**config.mk**
```make
export PLATFORM = sky130hd
export DESIGN_NAME = layer_sequencer
export DESIGN_NICKNAME = d
export VERILOG_FILES = /design/src/rtl/layer_sequencer.sv
export SDC_FILE = /design/constraint.sdc
export NUM_CORES = 1
export LEC_CHECK = 0
export ABC_CLOCK_PERIOD_IN_PS = 1600
export CAP_MARGIN = 30
export CORE_MARGIN = 1
export CORE_UTILIZATION = 33
export CTS_CLUSTER_DIAMETER = 100
export DETAILED_ROUTE_END_ITERATION = 8
export GPL_TIMING_DRIVEN = 0
export PLACE_DENSITY = 0.79
export SYNTH_ARGS = -nofsm -noshare
export SYNTH_HDL_FRONTEND = slang
export SYNTH_SLANG_ARGS = --single-unit
```
**constraint.sdc**
```tcl
create_clock -name clk -period 1.6 [get_ports clk]
set_input_delay 0.4 -clock clk [delete_from_list [all_inputs] [get_ports clk]]
set_output_delay 0.4 -clock clk [all_outputs]
set_load 0.03 [all_outputs]
```
**src/rtl/layer_sequencer.sv**
```systemverilog
// layer_sequencer: streams x/w/b from synchronous-read memories through one neuron, once per neuron of a dense layer.
// Define LAYER_SEQ_WATCHDOG_EN to abort the layer when the neuron stalls in WAIT for TIMEOUT cycles.
module layer_sequencer #(
    parameter int N = 4,
    parameter int M = 4,
    parameter int TIMEOUT = 255,
    localparam int XAW = (N > 1) ? $clog2(N) : 1,
    localparam int WAW = (N * M > 1) ? $clog2(N * M) : 1,
    localparam int BAW = (M > 1) ? $clog2(M) : 1
) (
    input  logic                  clk,
    input  logic                  rst_n,
    input  logic                  start,
    output logic                  busy,
    output logic                  layer_done,
    output logic                  err,
    output logic [XAW-1:0]        x_addr,
    input  logic signed [15:0]    x_data,
    output logic [WAW-1:0]        w_addr,
    input  logic signed [15:0]    w_data,
    output logic [BAW-1:0]        b_addr,
    input  logic signed [15:0]    b_data,
    output logic                  n_start,
    output logic signed [15:0]    n_x,
    output logic signed [15:0]    n_w,
    output logic signed [15:0]    n_b,
    input  logic signed [15:0]    n_activation,
    input  logic                  n_done,
    output logic                  y_valid,
    output logic [BAW-1:0]        y_idx,
    output logic signed [15:0]    y_data
);
    typedef enum logic [2:0] {IDLE, FETCH, STREAM, WAIT, EMIT, DONE} state_t;
    state_t state;
    logic [BAW-1:0] j;
    logic [XAW-1:0] k;
    logic [XAW-1:0] a_nxt;
`ifdef LAYER_SEQ_WATCHDOG_EN
    localparam int WDW = ($clog2(TIMEOUT + 1) > 8) ? $clog2(TIMEOUT + 1) : 8;
    logic [WDW-1:0] wd;
`else
    assign err = TIMEOUT < 0;
`endif
    // Addresses run one pair ahead of k because the memories answer a cycle late.
    always_comb begin
        a_nxt = (state == FETCH) ? XAW'(N > 1) :
                ((int'(k) + 2 < N) ? XAW'(int'(k) + 2) : XAW'(N - 1));
    end
    assign n_x = (state == STREAM) ? x_data : '0;
    assign n_w = (state == STREAM) ? w_data : '0;
    always_ff @(posedge clk or negedge rst_n) begin
        if (!rst_n) begin
            state      <= IDLE;
            j          <= '0;
            k          <= '0;
            busy       <= 1'b0;
            layer_done <= 1'b0;
            n_start    <= 1'b0;
            y_valid    <= 1'b0;
            x_addr     <= '0;
            w_addr     <= '0;
            b_addr     <= '0;
            n_b        <= '0;
            y_idx      <= '0;
            y_data     <= '0;
`ifdef LAYER_SEQ_WATCHDOG_EN
            wd         <= '0;
            err        <= 1'b0;
`endif
        end else begin
            n_start    <= 1'b0;
            y_valid    <= 1'b0;
            layer_done <= 1'b0;
            case (state)
                IDLE: if (start) begin
                    state  <= FETCH;
                    busy   <= 1'b1;
                    j      <= '0;
                    x_addr <= '0;
                    w_addr <= '0;
                    b_addr <= '0;
`ifdef LAYER_SEQ_WATCHDOG_EN
                    err    <= 1'b0;
`endif
                end
                FETCH: begin
                    state   <= STREAM;
                    k       <= '0;
                    n_start <= 1'b1;
                    x_addr  <= a_nxt;
                    w_addr  <= WAW'(int'(j) * N + int'(a_nxt));
                end
                STREAM: begin
                    if (k == '0) n_b <= b_data;
                    if (k == XAW'(N - 1)) begin
                        state <= WAIT;
`ifdef LAYER_SEQ_WATCHDOG_EN
                        wd    <= '0;
`endif
                    end else begin
                        k      <= k + XAW'(1);
                        x_addr <= a_nxt;
                        w_addr <= WAW'(int'(j) * N + int'(a_nxt));
                    end
                end
                WAIT: begin
                    if (n_done) begin
                        state   <= EMIT;
                        y_data  <= n_activation;
                        y_valid <= 1'b1;
                        y_idx   <= j;
                    end
`ifdef LAYER_SEQ_WATCHDOG_EN
                    else if (wd == WDW'(TIMEOUT)) begin
                        state      <= DONE;
                        layer_done <= 1'b1;
                        err        <= 1'b1;
                    end else wd <= wd + WDW'(1);
`endif
                end
                EMIT: if (j == BAW'(M - 1)) begin
                    state      <= DONE;
                    layer_done <= 1'b1;
                end else begin
                    state  <= FETCH;
                    j      <= j + BAW'(1);
                    x_addr <= '0;
                    w_addr <= WAW'((int'(j) + 1) * N);
                    b_addr <= j + BAW'(1);
                end
                DONE: begin
                    state <= IDLE;
                    busy  <= 1'b0;
                end
                default: state <= IDLE;
            endcase
        end
    end
endmodule
```
==> reports/metrics.csv <==
stage,metric,value,unit
synth,leading post-synthesis cells by cell area,"dfrtp_1, mux2_2, and2_1",
worst_setup_path,"Arr. time, crit path",1.51,ns
worst_setup_path,WS Path Type,reg -> out,
power,Sw Ratio,43.01,%
worst_hold_path,Worst Hold Class,reg -> reg,
synth,post-synthesis async set-or-reset flop share,100.0,%
worst_setup_path,"most used cell, CP",buf_6,
power,Seq pwr share,23.9,%
timing,RSZ-0062 raised after global routing,yes,
drt,total wire length,6475,microns
clock_network,CTS sink cnt,49,
placed_design,input/output buffers,145,
clock_network,CTS buffer count,5,
timing,worst hold slack,0.4982,ns
clock_network,clock slew at reported path FFs,0.08,ns
drt,wire length on met3,284,microns
job,MaxCap Viol Count,0,
timing,Final period util,119.2,%
worst_setup_path,Crit path required time,1.20,ns
drt,Pre-antenna DRT Iters,4,
power,Peak supply drop,0.8886,mV
floorplanning,Ports,147,
worst_setup_path,Critical Path Start Type,register,
finish,share of layout cells above drive strength 1,41.83,%
finish,Area Overhead vs Synth,85.70,%
clock_network,Root Buffer,clkbuf_8,
clock_network,TritonCTS clock tree,done,
synth,"area leader, netlist",dfrtp_1,
status,status,finished with violations,
worst_setup_path,"slowest stage delay, CP",0.44,ns
clock_network,worst-skew pair later-pin latency,0.30,ns
synth,area share of the largest cell type after synthesis,53.91,%
worst_setup_path,buffer and inverter count on the worst path,3,
timing,"Setup violations, final",50,
placed_design,placed cell count,404,
synth,Synth Net Count,252,
grt,largest net degree at the start of global routing,41,
floorplanning,Die Ht,85.03,microns
finish,n_diodes,0,
worst_setup_path,Top delay family on crit path,flip-flops,
timing,Max Slew Vio Count,0,
timing,fin worst setup slack,-0.3075,ns
drt,total number of vias,1935,
synth,Synth Register Bits,49,
synth,post-synthesis sequential area ratio,53.91,%
worst_setup_path,CP max FO,10,
floorplanning,Die Width,85.03,microns
worst_setup_path,worst path cell trace,"nor3b_4, buf_6, buf_8, and2_2, buf_6",
drt,DRC viols,0,
power,Clk pwr share,8.0,%
finish,fillcell total,525,
drt,Final ANT Viol Nets,0,
timing,Tmin final,1.908,ns
power,pwr dens,2103,nW/um^2
floorplanning,Site Rows,29,
finish,final instance area,4224,sq um
timing,Worst Skew,0.002194,ns
synth,Synth Flop Type,dfrtp_1,
power,overall power,8.883,mW
drt,DR vias/cell,4.542,
drt,M1 WL,2894,microns
clock_network,CTS max path bufs,2,
grt,grt total ovfl,0,
worst_setup_path,slowest cell on the critical path,dfrtp_2,
floorplanning,die footprint,7229,sq um
status,failing checks,negative setup slack,
drt,metal2 WL,3242,microns
power,Comb power frac,68.1,%
grt,first-pass GRT wire length,10320,microns
placed_design,DP Area,3875,sq um
drt,1st-iter DRT viols,28,
synth,mean post-synth cell area,12.57,sq um
placed_design,pre-CTS WS,-0.8161,ns
grt,Global Route Usage Sum,18.22,%
placed_design,DP Wirelength,4642,microns
floorplanning,area of the core,6495,sq um
drt,top layer in use,met4,
worst_setup_path,crit end category,primary output,
finish,Non-Filler Instances,426,
timing,f_max,524.2,MHz
power,internal power,5.063,mW
floorplanning,Initial Utilization,35.02,%
drt,mean routed wirelength per cell,15.20,microns
placed_design,routability cong.,0.8531,
power,switching pwr,3.821,mW
timing,Fin. Hold Viols,0,
finish,"Net count, final",419,
synth,Mapped Area,2275,sq um
synth,Netlist cell types,31,
synth,synth warn,0,
clock_network,H-tree Lvls,2,
synth,Syn Inst Count,181,
power,Static Leak,2.023,nW
synth,Post-synth EDFFs,0,
grt,vias in the first global route,1996,
grt,initial antenna violation count,0,
through the flow:
stage               TNS, ns  util [%]
floorplan           -0.3853         -
global placement     -92.72     59.43
detailed placement   -31.12     59.66
CTS                  -12.51     64.42
global route         -15.60     65.04
finish               -12.44     65.04
flip-flops by register name, indices dropped and copies added (netlist names):
register    cells
j               2
k               2
y_data         16
y_valid         1
n_b            16
y_idx           2
layer_done      1
w_addr          4
busy            1
n_start         1
state           3
final timing paths:
path,from,endpoint,slack (ns),depth (start not counted)
min reg2reg,y_data[13],y_data[13],0.50,1
min,y_data[13],y_data[13],0.50,1
min in group asynchronous,rst_n,n_b[14],0.51,2
max reg2reg,state[2],n_b[13],-0.24,8
max in group asynchronous,rst_n,state[2],0.58,3
max,state[2],n_x[14],-0.31,5
cells in the mapped netlist (3+ instances only):
cell      count
inv_1         6
mux2_2       26
buf_2         3
and2_1       33
a22o_1        3
nand3_1       3
ha_1          3
clkbuf_1      4
dfrtp_1      49
nand2b_1      5
mux2_4        9
buf_4         3
o21ai_0       9
nand2_1       4
metal layers:
layer | global-route usage [%] | up-vias
met5 | 0 | -
met4 | 4.160 | 0
met3 | 3.307 | 8
met2 | 31.09 | 62
met1 | 24.13 | 924
li1 | - | 941
power by group through the flow:
stage,combinational (mW),sequential (mW),clock [mW]
floorplan,2.31,3.15,0
global placement,5.38,2.13,0
detailed placement,5.45,2.17,0
CTS,5.94,2.12,0.736
global route,6.37,2.21,0.801
finish,6.05,2.13,0.706
kinds of logic (layout without fill, tap and decap cells):
logic type	Yosys count	count (layout)	synth area share, %
compound gates	17	17	4.676
fa+ha+maj	3	3	1.650
buf+inv	18	186	4.675
flops	49	49	53.91
mux	37	37	19.80
other cells	1	1	0.1649
simple gates	56	56	15.13
cells in the final DEF, fill, tap and decap left out, types with 9 or more instances in the layout:
cell / count
and2_2: 17
and2_4: 14
buf_4: 11
buf_6: 36
clkdlybuf4s50_1: 66
dfrtp_1: 46
dlygate4sd2_1: 42
mux2_2: 22
mux2_4: 14
o21ai_0: 9
worst register-to-register path, cell delays in order (launching register included):
cell and delay, ns:
dfrtp_2 0.44, nor3b_4 0.20, buf_6 0.17, buf_4 0.12, buf_6 0.09, and2_4 0.18
buf_12 0.12, buf_12 0.11, mux2_4 0.30
final cells by class:
cell class / count / area (sq um) / share of cell area [%]
clock buffer: 7 / 76.32 / 1.807
sequential: 49 / 1230 / 29.12
multi-input combinational: 114 / 1050 / 24.85
clock inverter: 1 / 7.507 / 0.1777
buffer: 10 / 111.4 / 2.636
timing repair buffer: 162 / 1630 / 38.60
tap: 77 / 96.34 / 2.281
inverter: 6 / 22.52 / 0.5332
what timing repair did:
action | CTS | global route
pin swaps | 8 | 6
gates resized for setup | 314 | 16
cloned | 2 | 1
setup buffers | 10 | 2
endpoints found under the setup margin | 97 | 72
hold buffers | 1 | 0
endpoints found under the hold margin | 9 | 0
(Power assumes the default switching activity.)
